--- config.mk ---
export PLATFORM = sky130hd
export DESIGN_NAME = sram_port_flat
export DESIGN_NICKNAME = d
export VERILOG_FILES = /design/src/rtl/sram_port_if.sv /design/src/rtl/sram_port.sv /design/src/flat_wrapper.sv
export SDC_FILE = /design/constraint.sdc
export NUM_CORES = 1
export LEC_CHECK = 0
export CAP_MARGIN = 20
export CORE_MARGIN = 10
export CORE_UTILIZATION = 50
export CTS_BUF_LIST = sky130_fd_sc_hd__clkbuf_8
export CTS_CLUSTER_SIZE = 40
export DETAILED_ROUTE_END_ITERATION = 7
export DONT_BUFFER_PORTS = 1
export GPL_TIMING_DRIVEN = 0
export PLACE_DENSITY_LB_ADDON = 0.25
export SYNTH_ARGS = -nofsm -noshare
export SYNTH_HDL_FRONTEND = slang
export SYNTH_SLANG_ARGS = --single-unit
--- constraint.sdc ---
create_clock -name clk -period 2.55 [get_ports clk]
set_clock_uncertainty 0.15 [all_clocks]
set_input_delay 0.51 -clock clk [delete_from_list [all_inputs] [get_ports clk]]
set_output_delay 0.51 -clock clk [all_outputs]
set_load 0.1 [all_outputs]
--- src/rtl/sram_port_if.sv ---
// Master-side request/response bundle for the b16 external SRAM port.
interface sram_port_if #(
  parameter int unsigned DW    = 16,
  parameter int unsigned AW    = 18,
  parameter int unsigned BYTES = DW / 8
);
  logic             req;
  logic             r;
  logic [BYTES-1:0] w;
  logic [AW-1:0]    addr;
  logic [DW-1:0]    wdata;
  logic [DW-1:0]    rdata;
  logic             ack;
  logic             busy;

  modport master (
    output req, r, w, addr, wdata,
    input  rdata, ack, busy
  );

  modport slave (
    input  req, r, w, addr, wdata,
    output rdata, ack, busy
  );
endinterface

--- src/rtl/sram_port.sv ---
// Handshaked asynchronous-SRAM controller: programmable read/write waits, write setup/hold
// phases and post-write bus turnaround. Every output comes straight from a flop.
module sram_port #(
  parameter int unsigned DW      = 16,
  parameter int unsigned AW      = 18,
  parameter int unsigned BYTES   = DW / 8,
  parameter int unsigned RD_WAIT = 1,
  parameter int unsigned WR_WAIT = 2,
  parameter int unsigned TURN    = 1
) (
  input  logic             clk,
  input  logic             reset,
  sram_port_if.slave       bus,
  output logic [AW-1:0]    sram_addr,
  input  logic [DW-1:0]    sram_dq_i,
  output logic [DW-1:0]    sram_dq_o,
  output logic             sram_dq_oe,
  output logic             sram_ce_n,
  output logic             sram_oe_n,
  output logic             sram_we_n,
  output logic [BYTES-1:0] sram_be_n
);

  localparam int unsigned MaxRw   = (RD_WAIT > WR_WAIT) ? RD_WAIT : WR_WAIT;
  localparam int unsigned MaxWait = (MaxRw > TURN) ? MaxRw : TURN;
  localparam int unsigned CW      = (MaxWait < 1) ? 1 : $clog2(MaxWait + 1);

  localparam logic [CW-1:0] RdLoad   = CW'(RD_WAIT);
  localparam logic [CW-1:0] WrLoad   = CW'(WR_WAIT);
  localparam logic [CW-1:0] TurnLoad = (TURN > 0) ? CW'(TURN - 1) : '0;

  typedef enum logic [2:0] {StIdle, StRead, StSetup, StPulse, StHold, StTurn} state_e;

  state_e           state_q, state_d;
  logic [CW-1:0]    cnt_q, cnt_d;
  logic [DW-1:0]    rdata_q, rdata_d;
  logic             ack_q, ack_d;
  logic             busy_q, busy_d;
  logic [AW-1:0]    addr_q, addr_d;
  logic [DW-1:0]    dq_o_q, dq_o_d;
  logic             dq_oe_q, dq_oe_d;
  logic             ce_n_q, ce_n_d;
  logic             oe_n_q, oe_n_d;
  logic             we_n_q, we_n_d;
  logic [BYTES-1:0] be_n_q, be_n_d;

  // Outputs are computed for the state being entered, so strobes line up with that state.
  always_comb begin
    state_d = state_q;
    cnt_d   = cnt_q;
    rdata_d = rdata_q;
    ack_d   = 1'b0;
    addr_d  = addr_q;
    dq_o_d  = dq_o_q;
    dq_oe_d = dq_oe_q;
    ce_n_d  = ce_n_q;
    oe_n_d  = oe_n_q;
    we_n_d  = we_n_q;
    be_n_d  = be_n_q;

    unique case (state_q)
      StIdle: begin
        if (bus.req) begin
          if (|bus.w) begin
            state_d = StSetup;
            addr_d  = bus.addr;
            dq_o_d  = bus.wdata;
            dq_oe_d = 1'b1;
            ce_n_d  = 1'b0;
            oe_n_d  = 1'b1;
            we_n_d  = 1'b1;
            be_n_d  = ~bus.w;
          end else if (bus.r) begin
            state_d = StRead;
            cnt_d   = RdLoad;
            addr_d  = bus.addr;
            dq_oe_d = 1'b0;
            ce_n_d  = 1'b0;
            oe_n_d  = 1'b0;
            we_n_d  = 1'b1;
            be_n_d  = '0;
          end else begin
            ack_d = 1'b1;
          end
        end
      end
      StRead: begin
        if (cnt_q == '0) begin
          state_d = StIdle;
          rdata_d = sram_dq_i;
          ack_d   = 1'b1;
          ce_n_d  = 1'b1;
          oe_n_d  = 1'b1;
          be_n_d  = '1;
        end else begin
          cnt_d = cnt_q - CW'(1);
        end
      end
      StSetup: begin
        state_d = StPulse;
        cnt_d   = WrLoad;
        we_n_d  = 1'b0;
      end
      StPulse: begin
        if (cnt_q == '0) begin
          state_d = StHold;
          we_n_d  = 1'b1;
        end else begin
          cnt_d = cnt_q - CW'(1);
        end
      end
      StHold: begin
        ack_d   = 1'b1;
        state_d = (TURN > 0) ? StTurn : StIdle;
        cnt_d   = TurnLoad;
        dq_oe_d = 1'b0;
        ce_n_d  = 1'b1;
        be_n_d  = '1;
      end
      StTurn: begin
        if (cnt_q == '0) begin
          state_d = StIdle;
        end else begin
          cnt_d = cnt_q - CW'(1);
        end
      end
      default: begin
        state_d = StIdle;
      end
    endcase

    busy_d = (state_d != StIdle);
  end

  always_ff @(posedge clk or posedge reset) begin
    if (reset) begin
      state_q <= StIdle;
      cnt_q   <= '0;
      rdata_q <= '0;
      ack_q   <= 1'b0;
      busy_q  <= 1'b0;
      addr_q  <= '0;
      dq_o_q  <= '0;
      dq_oe_q <= 1'b0;
      ce_n_q  <= 1'b1;
      oe_n_q  <= 1'b1;
      we_n_q  <= 1'b1;
      be_n_q  <= '1;
    end else begin
      state_q <= state_d;
      cnt_q   <= cnt_d;
      rdata_q <= rdata_d;
      ack_q   <= ack_d;
      busy_q  <= busy_d;
      addr_q  <= addr_d;
      dq_o_q  <= dq_o_d;
      dq_oe_q <= dq_oe_d;
      ce_n_q  <= ce_n_d;
      oe_n_q  <= oe_n_d;
      we_n_q  <= we_n_d;
      be_n_q  <= be_n_d;
    end
  end

  assign bus.rdata  = rdata_q;
  assign bus.ack    = ack_q;
  assign bus.busy   = busy_q;
  assign sram_addr  = addr_q;
  assign sram_dq_o  = dq_o_q;
  assign sram_dq_oe = dq_oe_q;
  assign sram_ce_n  = ce_n_q;
  assign sram_oe_n  = oe_n_q;
  assign sram_we_n  = we_n_q;
  assign sram_be_n  = be_n_q;

endmodule
--- src/flat_wrapper.sv ---
// flat-port wrapper written by rule: the top's interface ports become plain ports
module sram_port_flat 
#(
  parameter int unsigned DW      = 16,
  parameter int unsigned AW      = 18,
  parameter int unsigned BYTES   = DW / 8,
  parameter int unsigned RD_WAIT = 1,
  parameter int unsigned WR_WAIT = 2,
  parameter int unsigned TURN    = 1
)
  (clk, reset, sram_addr, sram_dq_i, sram_dq_o, sram_dq_oe, sram_ce_n, sram_oe_n, sram_we_n, sram_be_n, bus_req, bus_r, bus_w, bus_addr, bus_wdata, bus_rdata, bus_ack, bus_busy);
  sram_port_if #(.DW(DW), .AW(AW), .BYTES(BYTES)) bus_i ();
  input  logic clk;
  input  logic reset;
  output logic [AW-1:0] sram_addr;
  input  logic [DW-1:0] sram_dq_i;
  output logic [DW-1:0] sram_dq_o;
  output logic sram_dq_oe;
  output logic sram_ce_n;
  output logic sram_oe_n;
  output logic sram_we_n;
  output logic [BYTES-1:0] sram_be_n;
  input wire logic [$bits(bus_i.req)-1:0] bus_req;
  input wire logic [$bits(bus_i.r)-1:0] bus_r;
  input wire logic [$bits(bus_i.w)-1:0] bus_w;
  input wire logic [$bits(bus_i.addr)-1:0] bus_addr;
  input wire logic [$bits(bus_i.wdata)-1:0] bus_wdata;
  output wire logic [$bits(bus_i.rdata)-1:0] bus_rdata;
  output wire logic [$bits(bus_i.ack)-1:0] bus_ack;
  output wire logic [$bits(bus_i.busy)-1:0] bus_busy;
  assign bus_i.req = bus_req;
  assign bus_i.r = bus_r;
  assign bus_i.w = bus_w;
  assign bus_i.addr = bus_addr;
  assign bus_i.wdata = bus_wdata;
  assign bus_rdata = bus_i.rdata;
  assign bus_ack = bus_i.ack;
  assign bus_busy = bus_i.busy;
  sram_port #(.DW(DW), .AW(AW), .BYTES(BYTES), .RD_WAIT(RD_WAIT), .WR_WAIT(WR_WAIT), .TURN(TURN)) u_core (.clk(clk), .reset(reset), .bus(bus_i), .sram_addr(sram_addr), .sram_dq_i(sram_dq_i), .sram_dq_o(sram_dq_o), .sram_dq_oe(sram_dq_oe), .sram_ce_n(sram_ce_n), .sram_oe_n(sram_oe_n), .sram_we_n(sram_we_n), .sram_be_n(sram_be_n));
endmodule
==> results.json, run 1 <==
{
  "first_pass_iters": 4,
  "setup_viol": 0,
  "insertion_delay_ns": 0.32,
  "slowest_delay_ns": 0.41,
  "cts_tree": "done",
  "nNetsFinal": 247,
  "cts-resized-gates": 0,
  "numCtsBuffers": 9,
  "antennaDiodeCount": 0,
  "die_w_um": 91.7,
  "grt-ovfl-total": 0,
  "tns_ns": 0,
  "grtUsageTotal": 0.142,
  "antenna_found_initial": 0,
  "path_class": "flop to flop",
  "die_h_um": 91.7,
  "rsz0062_at_grt": "false",
  "report.final.slew_viol_count": 0,
  "crit_chain": "inv_1, ha_1, and4bb_1, buf_6, buf_2, mux2_2",
  "crit_path_end_kind": "flop",
  "clockBufferDepth": 2,
  "core_um2": 5040,
  "numPortBuffers": 0,
  "period_share": 0.808,
  "layout_min_cycle_time_ns": 2.06,
  "drv_cap": 0,
  "synth_top_cell_area_share": 0.565,
  "synth_cell_types": 33,
  "rows": 26,
  "startpoint_type": "flop",
  "syn_nets": 235,
  "cp_data_required_time_ns": 2.61,
  "seq_area_um2": 1580,
  "cpMaxStageDelayCell": "dfrtp_1",
  "synthesis.area_um2": 2570,
  "ys_seq_elements": 63,
  "drc_errors": 0,
  "ios": 114,
  "layout-drive-gt1-share": 0.426,
  "seq_area_frac_synth": 0.616,
  "hold_slack_ns": 0.00785,
  "vias": 1472,
  "status": "finished, final reports clean",
  "cts_setup_buffers": 0,
  "min-delay-path-class": "input port to async pin",
  "slew_headroom": 0.369,
  "ant_nets": 0,
  "critPathTopFamily": "buffers and inverters",
  "dpl.hpwl_mm": 4.65,
  "cp_max_fo": 10,
  "final_core_util": 0.570,
  "initial_core_util": 0.509,
  "wl_per_cell_um": 22.3,
  "placed_area_um2": 2680,
  "multi_input_area_um2": 917,
  "grt_pass1_vias": 1726,
  "htree_levels": 3,
  "cts_root_buf": "clkbuf_8",
  "syn-instance-count": 178,
  "dieArea_um2": 8400,
  "yosys_warnings": 0,
  "avgSynthCellArea_um2": 14.4,
  "clkSinkCount": 63,
  "fillCellCount": 407,
  "place_congestion": 0.889,
  "area_growth_pct": 11.9,
  "routed_wl_mm": 5.90,
  "arrival_ns": 2.12,
  "tightest_slew_ns": 0.946,
  "finalHoldViolations": 0,
  "drtIter0Drc": 36,
  "yosys.area.top_type": "dfrtp_1",
  "critPathBufInv": 3,
  "vias_per_cell": 5.55,
  "hold_buffers": 0,
  "finalInstanceArea_um2": 2870,
  "grt_max_degree": 33,
  "synth.area.top_cells": "dfrtp_1 (57%), mux2_2 (22%), dfstp_2 (5.1%)",
  "fmax_ghz": 0.485,
  "clk_pin_slew_ns": 0.07,
  "grt_pass1_wl_mm": 9.37
}
[area by class of cell]
class                           instances  share of cell area
Buffer                                  9              0.0196
Inverter                                3             0.00392
Tap cell                               70              0.0305
Clock inverter                          6              0.0209
Sequential cell                        63               0.551
Multi-Input combinational cell        103               0.319
Clock buffer                           10              0.0479
Timing Repair Buffer                    1             0.00697
[cell usage in the layout, fill, tap and decap left out, types with 3 or more instances in the layout]
cell type and count:
clkinv_2 3, a21oi_1 4, dfrtp_1 58, nor2_1 4, nand2b_1 3, nand2_1 6
clkbuf_1 3, buf_2 3, mux2_2 51, and2_1 4, o21ai_0 5, clkbuf_8 10
dfstp_2 5
[final timing paths]
kind,from,to,slack [ns],depth (start not counted)
min,reset,u_core.sram_addr[13],0.008,1
min in group clk,bus_addr[10],u_core.sram_addr[10],0.18,1
max,u_core.cnt_q[0],u_core.bus.rdata[5],0.49,6
max in group asynchronous,reset,u_core.sram_dq_o[6],1.64,2
max reg2reg,u_core.cnt_q[0],u_core.bus.rdata[5],0.49,6
min reg2reg,u_core.cnt_q[1],u_core.cnt_q[1],0.36,1
[cells in the mapped netlist]
cell type  count
a221o_1        1
nor3_1         2
nor3_2         1
a211oi_1       2
nand4b_1       1
buf_4          1
a21o_1         1
and3b_1        1
nand2_1        6
nand4bb_1      1
nor2b_1        2
a21oi_1        4
o21ai_0        5
nand3b_1       2
dfrtp_1       58
and3_1         1
and2_1         4
clkbuf_1       3
o221a_2        2
o21a_1         1
buf_2          3
buf_6          2
a21boi_0       1
nand2b_1       3
or4_1          2
dfstp_2        5
o31a_1         2
and4bb_1       1
nor4_1         1
inv_1          3
mux2_2        51
nor2_1         4
ha_1           1
[flip-flops by register name (all words and copies together), names as in the netlist]
signal,cells
u_core.state_q,3
u_core.sram_we_n,1
u_core.bus.ack,1
u_core.sram_oe_n,1
u_core.sram_dq_o,16
u_core.bus.rdata,16
u_core.sram_be_n,2
u_core.cnt_q,2
u_core.sram_addr,18
u_core.bus.busy,1
u_core.sram_dq_oe,1
u_core.sram_ce_n,1
[worst reg2reg max path: stages (launching register included)]
cell      delay, ns
dfrtp_1        0.41
inv_1          0.07
ha_1           0.29
and4bb_1       0.25
buf_6          0.14
buf_2          0.26
mux2_2         0.38
[layer usage]
metal  GRT usage  vias to the layer above  wire [um]
li1            -                      660          -
met3      0.0823                        7        645
met1       0.128                      751       1890
met5           0                        -          0
met2       0.250                       54       3290
met4      0.0705                        0         77
[per-stage QoR]
step | cells | setup slack, ns
after CTS | 265 | 0.477
final | 265 | 0.489
after detailed placement | 249 | 0.499
after floorplan | 178 | 0.329
after global routing | 265 | 0.369
after global placement | 248 | -0.108
[cells by family (layout without fill, tap and decap cells)]
logic type               Yosys count  after routing  share of synthesized area
AO/OA/AOI/OAI                     19             19                     0.0517
adder cells (fa/ha/maj)            1              1                    0.00487
buffers and inverters             12             29                     0.0263
flip-flops                        63             63                      0.616
multiplexers                      51             51                      0.224
AND/OR/NAND/NOR                   32             32                     0.0770
Power of run 1 is not shown: default switching activity piles up to over one toggle a cycle in this logic, so the estimate is an artifact.
==> inputs of run 2 (changes only) <==
==> constraint.sdc (replaced) <==
create_clock -name clk -period 2.1 [get_ports clk]
set_clock_uncertainty 0.15 [all_clocks]
set_input_delay 0.42 -clock clk [delete_from_list [all_inputs] [get_ports clk]]
set_output_delay 0.42 -clock clk [all_outputs]
set_load 0.1 [all_outputs]
==> run 2 against run 1 <==
Net effect: routed wire length decreased by 1.5%; via count decreased by 1.3%; worst setup slack got worse by 0.34 ns; core utilization decreased by 0.12 points; maximum frequency increased by 5.8%; register-to-register slack got worse by 0.34 ns; hold slack improved by 0.084 ns; final area decreased by 0.22%; die area unchanged; critical endpoint is now u_core.sram_dq_o[9]; largest cell class unchanged; highest routed layer unchanged.
==> results.json, run 2 (same netlist as run 1, synthesis figures left out) <==
{
  "rows": 26,
  "min-delay-path-class": "input port to flop",
  "grt_pass1_vias": 1680,
  "place_congestion": 0.878,
  "ios": 114,
  "startpoint_type": "flop",
  "setup_viol": 0,
  "arrival_ns": 2.00,
  "cpMaxStageDelayCell": "dfrtp_1",
  "critPathBufInv": 2,
  "grtUsageTotal": 0.140,
  "drv_cap": 0,
  "cp_data_required_time_ns": 2.15,
  "final_common_cell": "dfrtp_1",
  "cp_max_fo": 10,
  "crit_path_end_kind": "flop",
  "largest_register_ffs": 18,
  "tns_ns": 0,
  "clkSinkCount": 63,
  "rr_worst_depth": 5,
  "area_growth_pct": 11.6,
  "rr_startpoint": "u_core.state_q[1]",
  "htree_levels": 3,
  "rr_endpoint": "u_core.sram_dq_o[9]",
  "routed_wl_mm": 5.81,
  "grt_pass1_wl_mm": 9.27,
  "insertion_delay_ns": 0.32,
  "dpl.hpwl_mm": 4.55,
  "dp_cells": 249,
  "setup_slack_ns": 0.152,
  "vias": 1453,
  "final_cells": 264,
  "vias_per_cell": 5.50,
  "path_class": "flop to flop",
  "die_h_um": 91.7,
  "crit_chain": "nor3_2, and3b_1, buf_4, buf_6, mux2_2",
  "first_pass_iters": 4,
  "fillCellCount": 410,
  "clk_pin_slew_ns": 0.07,
  "layout-drive-gt1-share": 0.418,
  "layout_common_cells": "dfrtp_1 (58), mux2_2 (51), clkbuf_8 (12), nand2_1 (6)",
  "nNetsFinal": 247,
  "layout_min_cycle_time_ns": 1.95,
  "tightest_slew_ns": 0.924,
  "clockBufferDepth": 2,
  "cts_tree": "done",
  "dieArea_um2": 8400,
  "grt_max_degree": 34,
  "numPortBuffers": 0,
  "core_um2": 5040,
  "critPathTopFamily": "simple AND/OR/NAND/NOR gates",
  "fmax_ghz": 0.513,
  "slowest_delay_ns": 0.42,
  "seq_area_um2": 1580,
  "ant_nets": 0,
  "cts_root_buf": "clkbuf_8",
  "cts-resized-gates": 0,
  "wl_per_cell_um": 22.0,
  "whs_endpoint": "u_core.sram_addr[3]",
  "multi_input_area_um2": 917,
  "period_share": 0.928,
  "report.final.slew_viol_count": 0,
  "holdPathStages": 1,
  "dpl_worst_slack_ns": 0.0688,
  "slew_headroom": 0.384,
  "drtIter0Drc": 47,
  "drc_errors": 0,
  "rsz0062_at_grt": "false",
  "regToRegSetupSlack_ns": 0.15,
  "initial_core_util": 0.509,
  "finalHoldViolations": 0,
  "antennaDiodeCount": 0,
  "antenna_found_initial": 0,
  "status": "finished, final reports clean",
  "grt-ovfl-total": 0,
  "hold_path.startpoint": "bus_addr[3]",
  "die_w_um": 91.7,
  "numCtsBuffers": 9
}
-- run 2: changes by cell type in the layout (fill, tap and decap cells not counted), sizes merged --
cell         delta
buf             -1
clkinv          -1
dlygate4sd3     +1
inv             -1
bufinv          -1
clkbuf          +2
-- run 2: worst max-delay path by stage --
stage	from	end	cells after the start
finish	u_core.state_q[1]	u_core.sram_dq_o[9]	5
global route	u_core.state_q[1]	u_core.sram_dq_o[7]	5
CTS	u_core.cnt_q[0]	u_core.bus.rdata[6]	6
detailed placement	u_core.cnt_q[0]	u_core.bus.rdata[6]	6
global placement	u_core.cnt_q[0]	u_core.bus.rdata[6]	6
floorplan	u_core.cnt_q[0]	u_core.bus.rdata[0]	6
-- run 2: what timing repair did --
item / 4_1_cts / 5_1_grt
hold endpoints to repair: 25 / 0
endpoints found under the setup margin: 0 / 9
setup buffers: 0 / 0
hold buffers: 1 / 0
-- run 2: through the flow --
step	hold slack [ns]	area [um2]	util
2_1_floorplan	0.331	2570	-
3_3_place_gp	0.343	2660	0.527
3_5_place_dp	0.272	2680	0.531
4_1_cts	0.0787	2870	0.569
5_1_grt	0.0777	2870	0.568
6_report	0.0915	2870	0.568
-- run 2: routing by layer --
metal	routed length, um	vias to the layer above	GRT usage
li1	-	655	-
met1	1960	731	0.136
met2	3180	62	0.242
met3	616	5	0.0717
met4	53	0	0.0653
met5	0	-	0
-- run 2: cell type report --
| class | count | area share |
|---|---|---|
| inverters | 3 | 0.00524 |
| flip-flops and latches | 63 | 0.552 |
| plain buffers | 8 | 0.0179 |
| repair buffers | 2 | 0.0105 |
| clock inverters | 3 | 0.00611 |
| well taps | 70 | 0.0306 |
| multi-input cells | 103 | 0.320 |
| clock buffers | 12 | 0.0576 |
Power of run 2 is left out for the same reason.
